$ cat src/rtl/mem_pkg.sv
// Shared types for the store buffer: the buffered entry, the drain FSM state
// and the default geometry.
package mem_pkg;

    localparam int SB_DEPTH  = 4;
    localparam int SB_ADDR_W = 9;
    localparam int SB_DATA_W = 32;

    typedef struct packed {
        logic [SB_ADDR_W-1:0] addr;
        logic [SB_DATA_W-1:0] data;
        logic [2:0]           funct3;
    } sb_entry_t;

    typedef enum logic {
        RUN   = 1'b0,
        FENCE = 1'b1
    } sb_state_t;

endpackage

$ cat src/rtl/sb_fifo.sv
// In-order entry storage for the store buffer: circular array, head/tail
// pointers wrapping modulo DEPTH, per-slot valid bits and a registered count.
module sb_fifo
    import mem_pkg::*;
#(
    parameter int DEPTH = SB_DEPTH,
    localparam int PTR_W = $clog2(DEPTH)
) (
    input  logic                        clk,
    input  logic                        reset,
    input  logic                        push,
    input  logic                        pop,
    input  sb_entry_t                   wr_entry,
    output sb_entry_t                   head_entry,
    output sb_entry_t [DEPTH-1:0]       entries,
    output logic      [DEPTH-1:0]       valid,
    output logic      [PTR_W:0]         count
);

    sb_entry_t [DEPTH-1:0] mem;
    logic      [PTR_W-1:0] head;
    logic      [PTR_W-1:0] tail;

    assign entries    = mem;
    assign head_entry = mem[head];

    always_ff @(posedge clk or posedge reset) begin
        if (reset) begin
            head  <= '0;
            tail  <= '0;
            count <= '0;
            valid <= '0;
        end else begin
            if (pop) begin
                head        <= head + PTR_W'(1);
                valid[head] <= 1'b0;
            end
            if (push) begin
                tail        <= tail + PTR_W'(1);
                valid[tail] <= 1'b1;
            end
            case ({push, pop})
                2'b10:   count <= count + (PTR_W+1)'(1);
                2'b01:   count <= count - (PTR_W+1)'(1);
                default: count <= count;
            endcase
        end
    end

    // Payload carries no reset; the valid bits decide what is live.
    always_ff @(posedge clk) begin
        if (push) begin
            mem[tail] <= wr_entry;
        end
    end

endmodule

$ cat src/rtl/store_buffer.sv
// Store buffer between EX/MEM and data memory: queues stores, drains them in
// order when the memory port is free, stalls loads that hit a pending store.
module store_buffer
    import mem_pkg::*;
#(
    parameter int DM_ADDRESS = SB_ADDR_W,
    parameter int DATA_W     = SB_DATA_W,
    parameter int DEPTH      = SB_DEPTH,
    localparam int CNT_W     = $clog2(DEPTH) + 1
) (
    input  logic                  clk,
    input  logic                  reset,
    input  logic                  MemRead,
    input  logic                  MemWrite,
    input  logic [DM_ADDRESS-1:0] a,
    input  logic [DATA_W-1:0]     wd,
    input  logic [2:0]            Funct3,
    input  logic                  fence,
    output logic                  dm_MemRead,
    output logic                  dm_MemWrite,
    output logic [DM_ADDRESS-1:0] dm_a,
    output logic [DATA_W-1:0]     dm_wd,
    output logic [2:0]            dm_Funct3,
    output logic                  stall,
    output logic [CNT_W-1:0]      count,
    output logic                  empty,
    output logic                  full
);

    localparam logic [DM_ADDRESS-1:0] WORD_MASK = ~DM_ADDRESS'(3);

    sb_state_t             state;
    sb_state_t             next_state;
    sb_entry_t             wr_entry;
    sb_entry_t             head_entry;
    sb_entry_t [DEPTH-1:0] entries;
    logic      [DEPTH-1:0] valid;
    logic                  push;
    logic                  pop;
    logic                  load_pass;
    logic                  hit;

    assign wr_entry = '{addr: a, data: wd, funct3: Funct3};
    assign empty    = (count == '0);
    assign full     = (count == CNT_W'(DEPTH));

    sb_fifo #(.DEPTH(DEPTH)) u_fifo (
        .clk        (clk),
        .reset      (reset),
        .push       (push),
        .pop        (pop),
        .wr_entry   (wr_entry),
        .head_entry (head_entry),
        .entries    (entries),
        .valid      (valid),
        .count      (count)
    );

    // Word-granular hazard: any live store in the same 32-bit word blocks a load.
    always_comb begin
        hit = 1'b0;
        for (int i = 0; i < DEPTH; i++) begin
            if (valid[i] && (((entries[i].addr ^ a) & WORD_MASK) == '0)) begin
                hit = 1'b1;
            end
        end
    end

    always_comb begin
        stall      = 1'b0;
        push       = 1'b0;
        pop        = 1'b0;
        load_pass  = 1'b0;
        next_state = state;
        if (state == FENCE || (fence && !empty)) begin
            stall      = 1'b1;
            pop        = !empty;
            next_state = (count <= CNT_W'(1)) ? RUN : FENCE;
        end else if (MemRead) begin
            if (hit) begin
                stall = 1'b1;
                pop   = 1'b1;
            end else begin
                load_pass = 1'b1;
            end
        end else begin
            pop = !empty;
            if (MemWrite) begin
                // A full buffer refuses the store even if the head leaves this cycle.
                if (full) begin
                    stall = 1'b1;
                end else begin
                    push = 1'b1;
                end
            end
        end
    end

    always_comb begin
        dm_MemRead  = 1'b0;
        dm_MemWrite = 1'b0;
        dm_a        = '0;
        dm_wd       = '0;
        dm_Funct3   = '0;
        if (pop) begin
            dm_MemWrite = 1'b1;
            dm_a        = head_entry.addr;
            dm_wd       = head_entry.data;
            dm_Funct3   = head_entry.funct3;
        end else if (load_pass) begin
            dm_MemRead = 1'b1;
            dm_a       = a;
            dm_Funct3  = Funct3;
        end
    end

    always_ff @(posedge clk or posedge reset) begin
        if (reset) begin
            state <= RUN;
        end else begin
            state <= next_state;
        end
    end

endmodule
$ cat config.mk
export PLATFORM = sky130hd
export DESIGN_NAME = store_buffer
export DESIGN_NICKNAME = d
export VERILOG_FILES = /design/src/rtl/mem_pkg.sv /design/src/rtl/sb_fifo.sv /design/src/rtl/store_buffer.sv
export SDC_FILE = /design/constraint.sdc
export NUM_CORES = 1
export LEC_CHECK = 0
export CORE_MARGIN = 3
export CORE_UTILIZATION = 50
export DETAILED_ROUTE_END_ITERATION = 8
export GPL_ROUTABILITY_DRIVEN = 0
export GPL_TIMING_DRIVEN = 0
export HOLD_SLACK_MARGIN = 0.06
export PLACE_DENSITY = 0.78
export SLEW_MARGIN = 20
export SYNTH_ARGS = -nofsm -noshare
export SYNTH_HDL_FRONTEND = slang
export SYNTH_SLANG_ARGS = --single-unit
$ cat constraint.sdc
create_clock -name clk -period 3.51 [get_ports clk]
set_input_delay 0.702 -clock clk [delete_from_list [all_inputs] [get_ports clk]]
set_output_delay 0.702 -clock clk [all_outputs]
set_load 0.05 [all_outputs]
==> results.md, run 1 <==
* Status: finished clean
* Worst slack, placed at -1.03 ns
* Final WS setup at 0.0894 ns
* Largest net degree at the start of global routing at 46
* Ys async rst share at 6.38%
* CTS tree: built
* Vias in the first global route at 4518
* Average vias per placed instance at 5.41
* # rows at 45
* Crit-path max FO at 7
* Critical path required time at 2.81 ns
* Worst-Margin Slew at 0.701 ns
* Initial core utilization at 51.7%
* Hold Fails Final Rpt at 0
* Die W at 132 µm
* Max Clock Skew at 0.00899 ns
* Area contributors post-synth: edfxtp_1 (66%), mux4_2 (11%), dfrtp_1 (3.8%)
* DR WL/cell at 20.2 µm
* ANT cells at 0
* Minimum clock period after layout at 3.42 ns
* Syn Nets at 492
* Maxcap violations at 0
* Leak at 3.53 nW
* TritonCTS Buffers at 17
* Sequential area share after synthesis at 70.2%
* Type of the worst setup path: input pin to primary output
* Remaining DRCs at 0
* Top delay family on crit path: buffers and inverters
* Yosys top cell area share at 66.5%
* Post-Layout Cell Count at 774
* Initial antenna violation count at 0
* Startpoint types: input pin
* Vias at 4188
* Core Box Area at 15400 µm²
* Top_reg_cell synth: edfxtp_1
* Tcrit/Tclk final at 97.5%
* Drt first pass iters at 5
* Max-slew violation count at 0
* Fin util at 64.2%
* CTS Buffer Depth at 2
* DP Wirelength at 9620 µm
* Share of layout cells above drive strength 1 at 30.2%
* FMAX at 292 MHz
* Mapped Cells at 430
* Avg Inst Size Synth at 18.5 µm²
* Gr usage total at 18.7%
* Final Setup Violations at 0
* Rel. slew slack at 53.2%
* Syn Std Cell Area at 7950 µm²
* CTS Root Cell: clkbuf_16
* WHS at 0.517 ns
* H-tree level count at 4
* Number of synthesized register bits at 188
* Warnings from Yosys at 0
* Synth area leader: edfxtp_1
* Placed insts at 741
* Clock Latency Late Sink at 0.42 ns
* Post-synth EDFFs at 176
* Power Total at 8.58 mW
* Die Footprint at 17500 µm²
* Crit-path cells: dlygate4sd2_1 -> buf_6 -> xnor2_2 -> nand4_1 -> o211ai_2 -> or2_4 -> buf_12 -> buf_12 -> mux2i_4 -> buf_6
* # IOs at 101
* Hold Crit Class: flop to flop
* Post-synth cell types at 35
* Grt total ovfl at 0
* Worst path arrival time at 2.72 ns
* Initial DRC Count at 325
* CP Capture Type: primary output
* Post-DRT Antenna Nets at 0
* Number of nets in the layout at 614
* I/O Buffers at 100
* VDD IR max at 0.000735 V
* Crit path largest cell delay at 0.32 ns
* Clock Sinks at 188
* Worst path bufs/invs at 5
* Routed WL at 15700 µm
* Power Dens Cells at 870 nW/µm²
* Clock transition at the registers of the reported paths at 0.07 ns
* Fillers at 1067
* Die Y at 132 µm
* Slowest-stage cell, CP: o211ai_2
* Area added between synthesis and finish at 24.1%
* Global-route wire length before repair at 24600 µm
[area by class of cell]
type / instances / area, µm² / area share [%]
inverter: 28 / 115 / 1.17
sequential: 188 / 5590 / 56.6
timing repair buffer: 105 / 951 / 9.64
clock buffer: 19 / 433 / 4.39
multi-input combinational: 191 / 2210 / 22.4
buffer: 21 / 189 / 1.92
clock inverter: 11 / 120 / 1.22
tap: 211 / 264 / 2.68
[cells in the mapped netlist (4+ instances only)]
cell / count
a41oi_1: 4
and2b_1: 12
buf_2: 8
buf_4: 6
clkbuf_1: 5
dfrtp_1: 12
edfxtp_1: 176
ha_1: 13
inv_1: 28
mux2i_1: 13
mux4_2: 39
mux4_4: 5
nand2_1: 19
nand4_1: 6
nor2_1: 9
nor2b_1: 20
xnor2_1: 20
xor2_1: 13
[state kept, by name, summed over array words and instances (netlist names)]
register        flops
u_fifo.entries    176
u_fifo.valid        4
u_fifo.count        3
u_fifo.head         2
u_fifo.tail         2
state               1
[logic make-up (layout without fill, tap and decap cells)]
group	count (synthesis)	count (layout)	share of synthesized area [%]
xor+xnor	33	33	3.63
mux	58	58	14.4
compound gates	14	15	1.35
buf+inv	52	184	3.32
flops	188	188	70.2
fa+ha+maj	13	13	2.05
simple gates	72	72	5.00
[final timing paths]
check | startpoint | endpoint | slack, ns | depth (start not counted)
max | a[4] | dm_a[3] | 0.09 | 10
min | u_fifo.count[0] | u_fifo.count[0] | 0.52 | 1
max reg2reg | u_fifo.count[0] | u_fifo.count[2] | 0.90 | 12
min reg2reg | u_fifo.count[0] | u_fifo.count[0] | 0.52 | 1
max in group asynchronous | reset | u_fifo.count[0] | 2.56 | 2
min in group asynchronous | reset | u_fifo.count[2] | 0.60 | 2
[report_power, final]
part	total (mW)	leakage, nW	switching [mW]	internal (mW)
combinational	4.07	1.53	2.56	1.51
sequential	2.70	1.73	0.0899	2.61
clock	1.81	0.269	0.773	1.04
total	8.58	3.53	3.42	5.16
[per-stage QoR]
step           TNS [ns]  area, µm²
6_report              0       9860
5_1_grt        -0.00192       9860
4_1_cts               0       9840
3_5_place_dp     -42.21       9260
3_3_place_gp    -108.33       9250
2_1_floorplan         0       7990
[routing by layer]
metal / track usage (%) / up-vias / routed length (µm)
met2: 30.4 / 155 / 8030
met4: 6.24 / 0 / 180
met1: 24.4 / 2132 / 6370
li1: - / 1884 / -
met3: 5.61 / 17 / 1090
met5: 0 / - / 0
[repair_timing]
action,in CTS,in global routing
pin swaps,8,9
gates cloned,3,0
buffers inserted,2,1
endpoints found under the setup margin,47,38
hold buffers,0,0
gates resized for setup,259,25
[cell usage in the layout (no fill, tap or decap), drive strengths merged, types with 4 or more instances in the layout]
cell and n:
and2b 12, ha 13, clkinv 6, a41oi 4
dfrtp 12, o21ai 5, clkbuf 26, nand2 19
nand4 6, edfxtp 176, nor2 9, xor2 13
xnor2 20, mux4 44, nor2b 20, mux2i 13
clkdlybuf4s50 46, inv 30, buf 55, clkdlybuf4s15 13
Power figures use the tool's default switching activity.
==> run 2: changes to the inputs <==
--- a/config.mk
+++ b/config.mk
@@ -8,7 +8,6 @@
 export CORE_MARGIN = 3
 export CORE_UTILIZATION = 50
 export DETAILED_ROUTE_END_ITERATION = 8
-export GPL_ROUTABILITY_DRIVEN = 0
 export GPL_TIMING_DRIVEN = 0
 export HOLD_SLACK_MARGIN = 0.06
 export PLACE_DENSITY = 0.78
==> results of run 2 <==
Final layout, timing and power as in run 1 (identical DEF).
